## src/rtl/booth_wallace_mult_pkg.sv

```systemverilog
// Shared constants, Booth recoding and CSA-tree sizing helpers for booth_wallace_mult.
// Optional macro BOOTH_WALLACE_PIPE_EN (used by the top) adds a register ahead of the final adder.
package booth_wallace_mult_pkg;

  localparam int WIDTH_DATA = 16;
  localparam int PP_COUNT   = WIDTH_DATA / 2;
  localparam int PROD_W     = 2 * WIDTH_DATA;

  typedef enum logic [2:0] {ZERO, POS1, POS2, NEG2, NEG1} booth_code_e;

  function automatic booth_code_e booth_decode(input logic [2:0] grp);
    booth_code_e code;
    case (grp)
      3'b001, 3'b010: code = POS1;
      3'b011:         code = POS2;
      3'b100:         code = NEG2;
      3'b101, 3'b110: code = NEG1;
      default:        code = ZERO;
    endcase
    return code;
  endfunction

  // Each 3:2 level turns every full group of three rows into two; leftovers pass through.
  function automatic int csa_rows_at(input int n0, input int lvl);
    int n;
    n = n0;
    for (int i = 0; i < lvl; i++) begin
      if (n > 2) n = (n / 3) * 2 + (n % 3);
    end
    return n;
  endfunction

  function automatic int csa_levels(input int n0);
    int n;
    int l;
    n = n0;
    l = 0;
    while (n > 2) begin
      n = (n / 3) * 2 + (n % 3);
      l++;
    end
    return l;
  endfunction

endpackage

```

## src/rtl/booth_wallace_mult_pp.sv

```systemverilog
// Radix-4 Booth partial-product cell: one recoded group selects 0, +/-W or +/-2W of the multiplicand.
// Negative selections are emitted as one's complement; the +1 leaves through neg for the tree to absorb.
module booth_r4_pp
  import booth_wallace_mult_pkg::*;
#(
  parameter int W = WIDTH_DATA
) (
  input  logic [2:0]     grp,
  input  logic [W-1:0]   mcand,
  output logic [2*W-1:0] pp,
  output logic           neg
);

  booth_code_e    code;
  logic [2*W-1:0] ext;

  always_comb begin
    code = booth_decode(grp);
    ext  = {{W{mcand[W-1]}}, mcand};
    pp   = '0;
    neg  = 1'b0;
    case (code)
      POS1: pp = ext;
      POS2: pp = ext << 1;
      NEG1: begin
        pp  = ~ext;
        neg = 1'b1;
      end
      NEG2: begin
        pp  = ~(ext << 1);
        neg = 1'b1;
      end
      default: pp = '0;
    endcase
  end

endmodule

```

## src/rtl/booth_wallace_mult.sv

```systemverilog
// Signed multiplier: radix-4 Booth PPs, Wallace 3:2 reduction, one carry-propagate add, registered out.
// Define BOOTH_WALLACE_PIPE_EN to register the sum/carry vectors before the CPA (latency 2 instead of 1).
module booth_wallace_mult
  import booth_wallace_mult_pkg::*;
#(
  parameter int W = WIDTH_DATA
) (
  input  logic           clk,
  input  logic           rst_n,
  input  logic           in_valid,
  input  logic [W-1:0]   weight,
  input  logic [W-1:0]   feature,
  output logic           out_valid,
  output logic [2*W-1:0] result_out
);

  localparam int NPP  = W / 2;
  localparam int PW   = 2 * W;
  localparam int NOPS = NPP + 1;
  localparam int NLVL = csa_levels(NOPS);

  logic [W:0]    fext;
  logic [PW-1:0] pp [NPP];
  logic [NPP-1:0] neg;
  logic [PW-1:0] corr;

  assign fext = {feature, 1'b0};

  for (genvar g = 0; g < NPP; g++) begin : g_pp
    booth_r4_pp #(.W(W)) u_pp (
      .grp  (fext[2*g+2 -: 3]),
      .mcand(weight),
      .pp   (pp[g]),
      .neg  (neg[g])
    );
  end

  // Correction columns 2g never collide, so all +1s share a single tree operand.
  always_comb begin
    corr = '0;
    for (int g = 0; g < NPP; g++) corr[2*g] = neg[g];
  end

  for (genvar l = 0; l <= NLVL; l++) begin : g_lvl
    localparam int N = csa_rows_at(NOPS, l);
    logic [PW-1:0] rows [N];
    if (l == 0) begin : g_init
      for (genvar r = 0; r < NPP; r++) begin : g_row
        assign rows[r] = pp[r] << (2 * r);
      end
      assign rows[NPP] = corr;
    end else begin : g_csa
      localparam int NP = csa_rows_at(NOPS, l - 1);
      localparam int NG = NP / 3;
      for (genvar r = 0; r < N; r++) begin : g_row
        if (r < 2 * NG) begin : g_add
          localparam int B = 3 * (r / 2);
          if (r % 2 == 0) begin : g_sum
            assign rows[r] = g_lvl[l-1].rows[B] ^ g_lvl[l-1].rows[B+1] ^ g_lvl[l-1].rows[B+2];
          end else begin : g_cry
            assign rows[r] = ((g_lvl[l-1].rows[B]   & g_lvl[l-1].rows[B+1]) |
                              (g_lvl[l-1].rows[B]   & g_lvl[l-1].rows[B+2]) |
                              (g_lvl[l-1].rows[B+1] & g_lvl[l-1].rows[B+2])) << 1;
          end
        end else begin : g_pass
          assign rows[r] = g_lvl[l-1].rows[3*NG + r - 2*NG];
        end
      end
    end
  end

  logic [PW-1:0] tree_sum;
  logic [PW-1:0] tree_carry;
  logic [PW-1:0] cpa_a;
  logic [PW-1:0] cpa_b;
  logic          cpa_vld;
  logic [PW-1:0] result_d, result_q;
  logic          out_valid_d, out_valid_q;

  assign tree_sum   = g_lvl[NLVL].rows[0];
  assign tree_carry = g_lvl[NLVL].rows[1];

`ifdef BOOTH_WALLACE_PIPE_EN
  logic [PW-1:0] sum_d, sum_q;
  logic [PW-1:0] carry_d, carry_q;
  logic          s1_vld_d, s1_vld_q;

  always_comb begin
    s1_vld_d = in_valid;
    sum_d    = in_valid ? tree_sum   : sum_q;
    carry_d  = in_valid ? tree_carry : carry_q;
    cpa_a    = sum_q;
    cpa_b    = carry_q;
    cpa_vld  = s1_vld_q;
  end

  always_ff @(posedge clk or negedge rst_n) begin
    if (!rst_n) begin
      sum_q    <= '0;
      carry_q  <= '0;
      s1_vld_q <= 1'b0;
    end else begin
      sum_q    <= sum_d;
      carry_q  <= carry_d;
      s1_vld_q <= s1_vld_d;
    end
  end
`else
  always_comb begin
    cpa_a   = tree_sum;
    cpa_b   = tree_carry;
    cpa_vld = in_valid;
  end
`endif

  always_comb begin
    out_valid_d = cpa_vld;
    result_d    = cpa_vld ? cpa_a + cpa_b : result_q;
  end

  always_ff @(posedge clk or negedge rst_n) begin
    if (!rst_n) begin
      result_q    <= '0;
      out_valid_q <= 1'b0;
    end else begin
      result_q    <= result_d;
      out_valid_q <= out_valid_d;
    end
  end

  assign result_out = result_q;
  assign out_valid  = out_valid_q;

endmodule

```

## config.mk

```make
export PLATFORM = sky130hd
export DESIGN_NAME = booth_wallace_mult
export DESIGN_NICKNAME = d
export VERILOG_FILES = /design/src/rtl/booth_wallace_mult_pkg.sv /design/src/rtl/booth_wallace_mult_pp.sv /design/src/rtl/booth_wallace_mult.sv
export SDC_FILE = /design/constraint.sdc
export NUM_CORES = 1
export LEC_CHECK = 0
export CORE_ASPECT_RATIO = 0.7
export CORE_MARGIN = 1
export CORE_UTILIZATION = 34
export DETAILED_ROUTE_END_ITERATION = 16
export RECOVER_POWER = 25
export SLEW_MARGIN = 20
export SYNTH_ARGS = -nofsm -noshare
export SYNTH_HDL_FRONTEND = slang
export SYNTH_SLANG_ARGS = --single-unit
```

## constraint.sdc

```tcl
create_clock -name clk -period 2.1 [get_ports clk]
set_clock_uncertainty 0.05 [all_clocks]
set_input_delay 0.21 -clock clk [delete_from_list [all_inputs] [get_ports clk]]
set_output_delay 0.21 -clock clk [all_outputs]
set_load 0.01 [all_outputs]
```

== Word level (Yosys, flattened, before mapping) ==
Cells that the tools add are included.
Storage, ports and cells
  register bits after elaboration: 33
  bits in latches: 0
  memory bits (writable): 0
  ROM bits: 0
  input port bits: 35
  output and inout bits: 33
  word-level logic and storage cells: 177
  memories: 0
Cells by class
  add/subtract/negate cells: 1
  multipliers: 0
  div/mod/pow operators: 0
  $lt $le $gt $ge: 0
  equal/unequal tests: 77
  shift operators: 0
  mux-type cells: 24
  bitwise logic cells: 51
  reductions and logical operators: 22
Operator list (number)
  31-bit AND: 19
  31-bit OR: 14
  32-bit XOR: 13
  32-bit case mux with 4 select lines: 1
  30-bit case mux with 4 select lines: 1
  28-bit case mux with 4 select lines: 1
  26-bit case mux with 4 select lines: 1
  24-bit case mux with 4 select lines: 1
  3-bit by 2-bit == test with 1-bit output (second input constant): 30
  22-bit case mux with 4 select lines: 1
  3-bit == test (second input constant): 29
  3-bit case mux with 4 select lines: 7
  20-bit case mux with 4 select lines: 1
  18-bit case mux with 4 select lines: 1
  32-bit NOT: 2
  31-bit by 15-bit AND with 31-bit output: 2
  3-bit by 1-bit == test with 1-bit output (second input constant): 15
  2-bit OR reduction: 22
  32-bit adder: 1
  32-bit by 15-bit XOR with 32-bit output: 1
  3-bit case mux with 3 select lines: 1
  1-bit 2-to-1 mux: 8
  2-bit == test (second input constant): 2
  2-bit by 1-bit == test with 1-bit output (second input constant): 1

== Logic depth before layout (Yosys ltp) ==
  depth after elaboration: 18
  gate-level depth with buffers: 22
  gate-level depth less buffers: 20

== By module ==
From an unflattened synthesis, not the netlist that was laid out.
Second synthesis, totals
  cell total of the unflattened synthesis: 1364
  area total of the unflattened synthesis: 12462.0 um2
By module, submodules not included
  booth_wallace_mult: times used 1, cells an instance 708, area an instance 6846.6 um2
  booth_r4_pp: times used 8, cells an instance 82, area an instance 701.9 um2

== Worst setup path after synthesis ==
OpenSTA, ideal clock, no wires.
  path kind: input to register
  start point: input port feature[0]
  end point: register result_q[29] (netlist: result_out[29])
  library setup time: 0.104 ns
  data arrival time: 5.537 ns
  path slack: -3.591 ns
  cell stages on the path: 22
  buffers on the path: 3
  cell sequence: ha_1 > clkbuf_1 > or3b_2 > clkbuf_1 > nor3b_1 > or3_1 > inv_1 > fa_1 > inv_1 > fa_1 > fa_1 > inv_1 > fa_1 > ha_1 > buf_6 > a21o_1 > a21o_2 > or3_1 > o21ba_1 > and3_4 > or3_1 > o311ai_1
On the way
  longest elaborated chain between the ends: 17
  elaborated cells on any way between the ends: 51
RTL lines
  start, declared: line booth_wallace_mult.sv:12  | input logic [W-1:0] feature,
  2-bit == test or 2-bit by 1-bit == test with 1-bit output (tied branches): line booth_wallace_mult_pkg.sv:13  | case (grp)
  3-bit case mux with 3 select lines *: line booth_wallace_mult_pkg.sv:13
  3-bit by 2-bit == test with 1-bit output, or another cell as far along: line booth_wallace_mult_pp.sv:22  | case (code)
  32-bit case mux with 4 select lines: line booth_wallace_mult_pp.sv:22
  31-bit AND, on equally long branches: line booth_wallace_mult.sv:61, booth_wallace_mult.sv:62
  31-bit OR: line booth_wallace_mult.sv:61  | assign rows[r] = ((g_lvl[l-1].rows[B] & g_lvl[l-1].rows[B+1]) |
  31-bit OR: line booth_wallace_mult.sv:62  | (g_lvl[l-1].rows[B] & g_lvl[l-1].rows[B+2]) |
  31-bit AND: line booth_wallace_mult.sv:61
  31-bit OR: line booth_wallace_mult.sv:61
  31-bit OR: line booth_wallace_mult.sv:62
  31-bit AND: line booth_wallace_mult.sv:61
  31-bit OR: line booth_wallace_mult.sv:61
  31-bit OR: line booth_wallace_mult.sv:62
  31-bit AND: line booth_wallace_mult.sv:61
  31-bit OR: line booth_wallace_mult.sv:61
  31-bit OR: line booth_wallace_mult.sv:62
  32-bit adder *: line booth_wallace_mult.sv:118  | result_d = cpa_vld ? cpa_a + cpa_b : result_q;
  end signal, assigned: line booth_wallace_mult.sv:126  | result_q <= result_d;
  end, declared: line booth_wallace_mult.sv:77  | logic [PW-1:0] result_d, result_q;
Mark *: on every way between the ends. The rest lies on a longest branch, timed or not.
A chain may end at the register's enable or synchronous reset.

== Worst setup path in the final report ==
  start point: input port feature[1]
  end point: register result_q[29] (netlist: result_out[29])
On the way
  longest elaborated chain between the ends: 18
  elaborated cells on any way between the ends: 68
RTL lines (line)
  3-bit == test, or another cell as far along: booth_wallace_mult_pkg.sv:13
  2-bit OR reduction: booth_wallace_mult_pkg.sv:13
  3-bit case mux with 4 select lines: booth_wallace_mult_pkg.sv:13
  3-bit by 2-bit == test with 1-bit output, or another cell as far along: booth_wallace_mult_pp.sv:22
  30-bit case mux with 4 select lines: booth_wallace_mult_pp.sv:22
  31-bit AND: booth_wallace_mult.sv:61
  31-bit OR: booth_wallace_mult.sv:61
  31-bit OR: booth_wallace_mult.sv:62
  [2 not listed]
  31-bit OR: booth_wallace_mult.sv:62
  31-bit AND: booth_wallace_mult.sv:61
  31-bit OR: booth_wallace_mult.sv:61
  31-bit OR: booth_wallace_mult.sv:62
  31-bit AND: booth_wallace_mult.sv:61
  31-bit OR: booth_wallace_mult.sv:61
  31-bit OR: booth_wallace_mult.sv:62
  32-bit adder *: booth_wallace_mult.sv:118
Marked as above.

==> key figures <==
Status
  – Outcome: complete, but fails checks
  – Violated checks: negative setup slack

Worst setup path
  – Crit Path Category: input port to flop
  – R2R setup slack: 1.16 ns
  – Startpoint type of the worst setup path: input port
  – Worst reg2reg endpoint: result_out[25]$_DFFE_PN0P_
  – Crit path DAT: around 5.4 ns
  – Required @ worst endpoint: roughly 2.2 ns
  – R2R cell count: 2
  – Crit path from: feature[1]
  – R2R Path Start: result_out[25]$_DFFE_PN0P_
  – Crit path max fanout: 4
  – CP Capture Type: flop
  – Critical Path End: result_out[29]$_DFFE_PN0P_

Placement
  – IO Port Bufs: between 60 and 70
  – Setup slack at placement: -4.13 ns
  – Placed inst area: between 10000 and 15000 µm²
  – Placer Congestion: approximately 0.88
  – Dpl hpwl: about 26 mm

Global routing
  – Pin count of the biggest net entering global routing: 34
  – Gr usage total: 0.225
  – First-pass GRT wire length: 52.3 mm
  – Initial antenna violation count: 0
  – Gr ovfl total: 0
  – Vias in the first global route: about 9600

Synthesis
  – EDFF count, synth: 0
  – Yosys top cell by area: fa_1
  – Ys async rst share: 1.00
  – Syn. warnings: 0
  – Synth area leaders: fa_1, xor2_1, ha_1
  – Synth Flop Type: dfrtp_1
  – Post-Syn Area: 9810 µm²
  – Top cell type's share of synthesized area: 0.239
  – Most common cell in the netlist: inv_1
  – Commonest cells in the synthesized netlist: inv_1, o21ai_0, fa_1, xor2_1, a22oi_1
  – Mean post-synth cell area: 8.15 µm²
  – Mapped Cells: between 1000 and 1500
  – Count of state elements after synthesis: 33
  – Mapped Nets: approximately 1400
  – Seq/Total Area, Yosys: 0.0842
  – Netlist cell types: slightly below 60

STA
  – Final Setup Violations: 31
  – RSZ-0062 raised after global routing: true
  – Fin crit share: 2.49
  – Fmax: 0.192 GHz
  – Setup tns final: -77.68 ns
  – Worst Tran Pin Value: roughly 0.86 ns
  – Final Hold Vio Count: 0
  – Worst rel slew slack: 0.428
  – Min cycle time layout: around 5.2 ns
  – PnR worst setup slack: -3.12 ns
  – Final Max Tran Viols: 0

Routing
  – Routed WL: about 34 mm
  – Iter 0 DRT Violations: around 840
  – Avg WL per Cell: roughly 18 µm
  – DRC: 0
  – DR vias/cell: around 5.2
  – Post-route ant nets: 0
  – Vias: 9884
  – Pre-antenna DRT Iters: 6

CTS
  – Clock slew at reported path FFs: roughly 0.060 ns
  – Max Buffers Root-to-Sink: 2
  – Sink Count: 33
  – CTS root buf: clkbuf_16
  – H-tree levels: 2
  – Clock Latency Late Sink: approximately 0.28 ns
  – Cts bufs inserted: 5
  – CTS tree: yes

Floorplanning
  – Initial Util: 0.349
  – Std cell rows: 51
  – Num ports: slightly below 70
  – DIE AREA: 29500 µm²
  – Chip Width: about 210 µm
  – Die Height: 144 µm
  – Core ar.: 28100 µm²

Layout
  – Post-route cell area: approximately 15000 µm²
  – Fin util: 0.528
  – Share of cells above drive strength 1: 0.382
  – Fillers: between 2000 and 2500
  – Multi-input gate area: between 9000 and 10000 µm²
  – Seq. cell area: between 800 and 900 µm²
  – Nets: 1746
  – Synthesis-to-layout area growth: 51.0%
  – ANT cells: 0

Job
  – # Max-Cap Violations: 0

Hold path
  – Hold WC Path Type: input port to flop
[metrics by stage]
step | std cells | hold slack (ns)
6_report | 1891 | 0.217
5_1_grt | 1891 | 0.236
4_1_cts | 1863 | 0.107
3_5_place_dp | 1830 | 0.291
3_3_place_gp | 1830 | 0.286
2_1_floorplan | 1204 | -0.136
[cell type report]
class                           count  share of cell area
Multi-Input combinational cell    886               0.613
Clock inverter                      1             0.00203
Tap cell                          371              0.0313
Clock buffer                        7             0.00963
Inverter                          179              0.0464
Sequential cell                    33              0.0557
Timing Repair Buffer              414               0.242
[worst min-delay path by stage]
stage / slack [ns] / end / startpoint / cells after the start
after detailed placement: 0.29 / result_out[28]$_DFFE_PN0P_ / rst_n / 1
after CTS: 0.11 / out_valid$_DFF_PN0_ / in_valid / 1
after global placement: 0.29 / result_out[28]$_DFFE_PN0P_ / rst_n / 1
after global routing: 0.24 / out_valid$_DFF_PN0_ / in_valid / 1
after floorplan: -0.14 / out_valid$_DFF_PN0_ / rst_n / 0
final: 0.22 / out_valid$_DFF_PN0_ / in_valid / 1
[critical path, cell delays in order]
cell and delay [ns]:
buf_8 0.11, inv_6 0.05, ha_4 0.19, or3b_4 0.40, nor3b_4 0.16, or3_4 0.37, inv_4 0.09, fa_1 0.42
inv_1 0.08, fa_1 0.42, fa_1 0.51, inv_1 0.06, fa_2 0.58, ha_4 0.22, a21o_1 0.17, a21o_2 0.23
or3_4 0.33, o21ba_4 0.21, and3_4 0.14, or3_1 0.31, o311ai_1 0.09
[cell usage in the layout (no fill, tap or decap), types with 16 or more instances in the layout]
master / synthesis / routed
buf_6: 2 / 45
fa_1: 117 / 100
a21oi_2: 0 / 17
nand2_1: 55 / 43
a22oi_1: 85 / 75
o21ai_2: 0 / 16
mux2i_1: 17 / 16
dfrtp_1: 33 / 33
inv_2: 0 / 21
o21ai_1: 0 / 27
inv_1: 179 / 154
xor2_1: 117 / 114
fa_2: 0 / 17
ha_1: 75 / 44
a21oi_1: 48 / 28
nor2_1: 65 / 52
buf_4: 1 / 289
ha_4: 0 / 31
clkdlybuf4s50_1: 0 / 45
xnor2_1: 21 / 16
o21ai_0: 126 / 81
[cell families (layout without fill, tap and decap cells)]
kind of cell,count (synthesis),in the layout,synth area share
AOI/OAI and AO/OA,340,340,0.224
xor gates and xnor gates,138,138,0.123
adders and majority gates,192,192,0.334
buffers and inverters,285,601,0.111
DFF,33,33,0.0842
muxes,36,36,0.0392
and+or+nand+nor,180,180,0.0842
[state kept, by name (all words and copies together) (netlist names)]
| name | count |
|---|---|
| result_out | 32 |
| out_valid | 1 |
[metal layers]
layer | wire (µm) | up-vias | track usage
li1 | - | 4651 | -
met1 | 16700 | 4833 | 0.348
met2 | 14100 | 359 | 0.328
met3 | 2340 | 41 | 0.0333
met4 | 495 | 0 | 0.0409
met5 | 0 | - | 0
[what timing repair did]
action | CTS | global route
hold buffers | 1 | 0
gates cloned | 1 | 1
pin swaps | 81 | 121
endpoints found under the setup margin | 32 | 31
hold endpoints to repair | 33 | 0
resized for setup | 135 | 192
buffers inserted | 23 | 31
Power is not shown: default switching activity piles up to over one toggle a cycle in this logic, so the estimate is an artifact.
